<file path="config.mk">
export PLATFORM = sky130hd
export DESIGN_NAME = plugin_arith_seq
export DESIGN_NICKNAME = d
export VERILOG_FILES = /design/src/rtl/plugin_arith_seq.sv
export SDC_FILE = /design/constraint.sdc
export NUM_CORES = 1
export LEC_CHECK = 0
export ABC_AREA = 1
export CAP_MARGIN = 20
export CORE_AREA = 2 2 309 158
export DETAILED_ROUTE_END_ITERATION = 10
export DIE_AREA = 0 0 311 160
export PLACE_DENSITY_LB_ADDON = 0.05
export SLEW_MARGIN = 15
export SYNTH_ARGS = -nofsm -noshare
export SYNTH_HDL_FRONTEND = slang
export SYNTH_SLANG_ARGS = --single-unit
</file>
<file path="constraint.sdc">
create_clock -name clk -period 4.6 [get_ports clk]
set_input_delay 0.69 -clock clk [delete_from_list [all_inputs] [get_ports clk]]
set_output_delay 0.69 -clock clk [all_outputs]
set_load 0.05 [all_outputs]
</file>
<file path="src/rtl/plugin_arith_seq.sv">
// plugin_arith_seq
// Multi-mode arithmetic coprocessor plugin. A command is accepted on start
// while busy is low. ADD_K, SUB, ACC and ACC_CLR complete in one cycle.
// MUL and MULH run an iterative shift-add multiply over WIDTH cycles.
// All outputs are registered.
//
// Ports:
//   clk        core clock, rising-edge active
//   reset_n    asynchronous active-low reset
//   start      command valid, sampled only while busy = 0
//   op         operation select (see OP_* encodings), sampled with start
//   operand_a  first operand, captured on acceptance
//   operand_b  second operand, captured on acceptance
//   flush      cancels an in-flight MUL/MULH; ignored when idle
//   result     registered result, held until the next completion
//   busy       high while a multiply is in flight
//   done       one-cycle completion pulse
//   err        one-cycle pulse with done for an illegal op
module plugin_arith_seq #(
    parameter int WIDTH     = 32,
    parameter int ADD_CONST = 5
) (
    input  logic             clk,
    input  logic             reset_n,
    input  logic             start,
    input  logic [2:0]       op,
    input  logic [WIDTH-1:0] operand_a,
    input  logic [WIDTH-1:0] operand_b,
    input  logic             flush,
    output logic [WIDTH-1:0] result,
    output logic             busy,
    output logic             done,
    output logic             err
);

    localparam int CW = $clog2(WIDTH + 1);
    localparam logic [WIDTH-1:0] ADD_K_VAL = WIDTH'(ADD_CONST);

    localparam logic [2:0] OP_ADD_K   = 3'b000;
    localparam logic [2:0] OP_SUB     = 3'b001;
    localparam logic [2:0] OP_ACC     = 3'b010;
    localparam logic [2:0] OP_MUL     = 3'b011;
    localparam logic [2:0] OP_MULH    = 3'b100;
    localparam logic [2:0] OP_ACC_CLR = 3'b101;

    typedef enum logic {
        ST_IDLE = 1'b0,
        ST_MUL  = 1'b1
    } state_t;

    state_t               state_r;
    logic [WIDTH-1:0]     acc_r;
    logic [WIDTH-1:0]     mcand_r;
    logic [WIDTH-1:0]     mplier_r;
    logic [2*WIDTH-1:0]   prod_r;
    logic [CW-1:0]        cnt_r;
    logic                 op_hi_r;

    logic [WIDTH-1:0]     single_res_s;
    logic [WIDTH-1:0]     acc_nxt_s;
    logic                 illegal_s;
    logic                 is_mul_s;
    logic [WIDTH:0]       sum_s;
    logic [2*WIDTH-1:0]   prod_nxt_s;

    // Decode the command and compute the single-cycle result and next accumulator.
    always_comb begin
        single_res_s = {WIDTH{1'b0}};
        acc_nxt_s    = acc_r;
        illegal_s    = 1'b0;
        is_mul_s     = 1'b0;
        case (op)
            OP_ADD_K:   single_res_s = operand_a + operand_b + ADD_K_VAL;
            OP_SUB:     single_res_s = operand_a - operand_b;
            OP_ACC: begin
                acc_nxt_s    = acc_r + operand_a;
                single_res_s = acc_nxt_s;
            end
            OP_MUL:     is_mul_s = 1'b1;
            OP_MULH:    is_mul_s = 1'b1;
            OP_ACC_CLR: begin
                acc_nxt_s    = {WIDTH{1'b0}};
                single_res_s = {WIDTH{1'b0}};
            end
            default:    illegal_s = 1'b1;
        endcase
    end

    // One shift-add step: conditionally add the multiplicand into the upper half
    // (keeping its carry), then shift the whole product right by one.
    always_comb begin
        if (mplier_r[0]) begin
            sum_s = {1'b0, prod_r[2*WIDTH-1:WIDTH]} + {1'b0, mcand_r};
        end else begin
            sum_s = {1'b0, prod_r[2*WIDTH-1:WIDTH]};
        end
        prod_nxt_s = {sum_s, prod_r[WIDTH-1:1]};
    end

    // Control FSM, datapath registers and registered outputs.
    always_ff @(posedge clk or negedge reset_n) begin
        if (!reset_n) begin
            state_r  <= ST_IDLE;
            acc_r    <= {WIDTH{1'b0}};
            mcand_r  <= {WIDTH{1'b0}};
            mplier_r <= {WIDTH{1'b0}};
            prod_r   <= {(2*WIDTH){1'b0}};
            cnt_r    <= {CW{1'b0}};
            op_hi_r  <= 1'b0;
            result   <= {WIDTH{1'b0}};
            busy     <= 1'b0;
            done     <= 1'b0;
            err      <= 1'b0;
        end else begin
            done <= 1'b0;
            err  <= 1'b0;
            case (state_r)
                ST_IDLE: begin
                    if (start) begin
                        if (is_mul_s) begin
                            mcand_r  <= operand_a;
                            mplier_r <= operand_b;
                            prod_r   <= {(2*WIDTH){1'b0}};
                            cnt_r    <= CW'(WIDTH);
                            op_hi_r  <= (op == OP_MULH);
                            busy     <= 1'b1;
                            state_r  <= ST_MUL;
                        end else begin
                            result <= single_res_s;
                            acc_r  <= acc_nxt_s;
                            done   <= 1'b1;
                            err    <= illegal_s;
                        end
                    end
                end
                ST_MUL: begin
                    // flush wins over a completion in the same cycle
                    if (flush) begin
                        busy    <= 1'b0;
                        state_r <= ST_IDLE;
                    end else begin
                        prod_r   <= prod_nxt_s;
                        mplier_r <= {1'b0, mplier_r[WIDTH-1:1]};
                        cnt_r    <= cnt_r - CW'(1);
                        if (cnt_r == CW'(1)) begin
                            if (op_hi_r) begin
                                result <= prod_nxt_s[2*WIDTH-1:WIDTH];
                            end else begin
                                result <= prod_nxt_s[WIDTH-1:0];
                            end
                            done    <= 1'b1;
                            busy    <= 1'b0;
                            state_r <= ST_IDLE;
                        end
                    end
                end
                default: begin
                    busy    <= 1'b0;
                    state_r <= ST_IDLE;
                end
            endcase
        end
    end

endmodule

</file>
==> impl_metrics.csv <==
group,metric,value,unit
run_status,status,"completed",
cts,clockBufferDepth,3,
cts,cts_resized,0,
floorplanning,io_pins,106,
cts,cts_max_level,1,
placed_design,gp_congestion,1.06,
sta,max_freq,262,MHz
synthesis,synth-seq-area-share,0.272,
synthesis,yosys_most_used_dff,"dfrtp_1",
route,wl_per_cell,21.4,microns
grt,grt_pass1_vias,18110,
final_layout,area_delta_synth_final,13.8,%
sta,rsz0062_at_grt,"no",
grt,grt_use_total,0.318,
synthesis,synth-edff-count,0,
floorplanning,initial_core_util,0.392,
sta,skew,0.0226,ns
cts,cts-root-buf,"clkbuf_16",
synthesis,yosysWarnings,0,
final_layout,fillCellCount,5160,
grt,grt_max_degree,87,
floorplanning,core_area,47500,sq um
cts,cts_setup_buffers,0,
sta,hold_viol_final,0,
cts,cts_hold_buffers,0,
final_layout,final_util,0.446,
grt,use_met2,0.379,
synthesis,synth_area,18600,sq um
route,drt_iter0_drc,2314,
floorplanning,die_h,160,microns
grt,gr-usage-met1,0.549,
sta,fin_crit,3.82,ns
grt,globalRoute.totalOverflow,0,
synthesis,syn_avg_cell_area,6.20,sq um
power_and_ir_drop,p_per_area,576,nW/um^2
floorplanning,rows,57,
setup_path,crit_type,"primary input to flop",
setup_path,cp-start-kind,"primary input",
final_layout,design_area,21200,sq um
setup_path,crit_arrival,4.26,ns
cts,cts_num_sinks,202,
synthesis,synth_fp_nets,3236,
placed_design,port_buffers,105,
setup_path,worstReg2RegEnd,"result[21]",
placed_design,place_hpwl,64.9,mm
sta,tns,0,ns
setup_path,end_kind,"flop",
setup_path,reg2reg_slack,1.45,ns
synthesis,async_reset_ff_frac,1.00,
flow_run,drv_cap,0,
cts,cts_tree,"done",
final_layout,final_net_count,3322,
power_and_ir_drop,power.total,12.2,mW
sta,finalCritPeriodShare,0.830,
power_and_ir_drop,p_leak,11.7,nW
setup_path,crit_fanout,6,
final_layout,layout-drive-gt1-share,0.0280,
final_layout,stdcell_count,3754,
placed_design,dp.cells,3713,
cts,insertion_delay,0.56,ns
floorplanning,die_x,311,microns
grt,use_met3,0.0735,
hold_path,min_path_type,"primary input to asynchronous set/reset pin",
floorplanning,die-area,49800,sq um
grt,antenna_found_initial,1,
route,ant_nets,0,
grt,grt_pass1_wl,119,mm
sta,tightest_slew,0.948,ns
route,routed_wl,80.4,mm
setup_path,r2r-start,"mcand_r[0]",
cts,clk_pin_slew,0.07,ns
power_and_ir_drop,peakVddDrop,0.000426,V
route,num_vias,20252,
synthesis,ys_types,43,
setup_path,critPathRequiredTime,5.05,ns
synthesis,ys_ff_latch,202,
sta,setup_violations,0,
synthesis,synthCells,3004,
route,drc,0,
grt,gr-max-usage-layer,"met1",
sta,slew_violations,0,
placed_design,place_area,20400,sq um
route,dr.pass1.iters,6,
route,drt-vias-per-instance,5.39,
setup_path,r2r_cells,19,
cts,cts_buffers,23,
sta,relSlewSlack,0.368,
==> cell families after synthesis <==
logic type,count (synthesis),synth area share
and+or+nand+nor,1573,0.345
buffers and inverters,569,0.116
AOI/OAI and AO/OA,465,0.142
DFF,202,0.272
adders and majority gates,161,0.109
xor gates and xnor gates,34,0.0160
==> metal layers <==
| metal | up-vias | wire length (microns) |
|---|---|---|
| met5 | - | 64 |
| met3 | 58 | 8660 |
| met1 | 9494 | 43200 |
| met2 | 929 | 27200 |
| li1 | 9769 | - |
| met4 | 2 | 1230 |
==> worst max-delay path, cell delays in order <==
cell	delay, ns
clkdlybuf4s50_1	0.61
ha_1	0.51
inv_1	0.10
ha_1	0.42
nand2_1	0.16
nor2_1	0.18
inv_1	0.11
nor3_1	0.35
o21ai_0	0.38
nand3_1	0.16
nand2_1	0.06
nand3_1	0.10
nand3_1	0.09
nand2_1	0.13
nand2_1	0.07
nand2_1	0.07
nand2_1	0.06
==> flip-flops by register name, summed over array words and instances (netlist names) <==
| name | flops |
|---|---|
| prod_r | 63 |
| acc_r | 32 |
| mcand_r | 32 |
| mplier_r | 32 |
| result | 32 |
| cnt_r | 6 |
| busy | 1 |
| done | 1 |
| err | 1 |
| op_hi_r | 1 |
| state_r | 1 |
==> layout by cell type, fill, tap and decap left out, drive strengths merged, types with 5 or more instances in the layout <==
cell type,count
ha,158
clkinv,5
o21bai,20
buf,27
o22ai,39
a22oi,32
clkdlybuf4s50,104
inv,498
xnor2,5
nand3b,15
dfrtp,202
nand3,245
a21o,17
o211ai,16
a22o,5
xor2,29
nand4,19
o21ai,154
nand2,1057
nor4,7
nor2,198
clkbuf,30
and2,6
nor3,22
a21oi,172
==> power by group <==
part | leakage, nW | switching, mW | internal [mW]
registers | 2.59 | 0.539 | 2.49
clock network | 0.358 | 0.865 | 1.08
logic | 8.75 | 5.02 | 2.22
==> cell usage after synthesis, drive strengths merged (15+ instances only) <==
| library cell | number | area [sq um] |
|---|---|---|
| nand3b | 15 | 113 |
| a22oi | 32 | 240 |
| o211ai | 16 | 120 |
| nor3 | 22 | 115 |
| a21o | 17 | 128 |
| dfrtp | 202 | 5050 |
| clkbuf | 48 | 180 |
| ha | 158 | 1980 |
| inv | 497 | 1870 |
| a21oi | 172 | 861 |
| o22ai | 39 | 244 |
| nor2 | 198 | 756 |
| nand3 | 245 | 1230 |
| xor2 | 29 | 254 |
| nand4 | 19 | 119 |
| buf | 23 | 113 |
| o21ai | 154 | 778 |
| o21bai | 20 | 150 |
| nand2 | 1057 | 3970 |
==> worst max-delay path by stage <==
stage               cells past startpoint     startpoint  slack (ns)    endpoint
global route                           17  operand_a[22]        0.65  result[23]
floorplan                              16   operand_b[9]        1.94  result[22]
CTS                                    17  operand_a[22]        0.95  result[23]
finish                                 17  operand_a[22]        0.78  result[23]
global placement                       17  operand_a[21]        0.34  result[23]
detailed placement                     17  operand_a[21]        0.39  result[23]
==> final cells by class <==
type	count	area [sq um]	share of cell area
multi-input combinational	2233	11400	0.539
sequential	202	5050	0.239
inverter	498	1870	0.0882
timing repair buffer	132	1290	0.0608
tap	649	812	0.0383
clock buffer	29	628	0.0296
clock inverter	10	115	0.00543
antenna	1	2.50	0.000118
==> stage by stage <==
step           setup WS, ns  hold slack [ns]
5_1_grt               0.651            0.193
3_3_place_gp          0.340            0.462
4_1_cts               0.954            0.182
6_report              0.783            0.124
2_1_floorplan          1.94            0.394
3_5_place_dp          0.387            0.468
(Power assumes the default switching activity.)
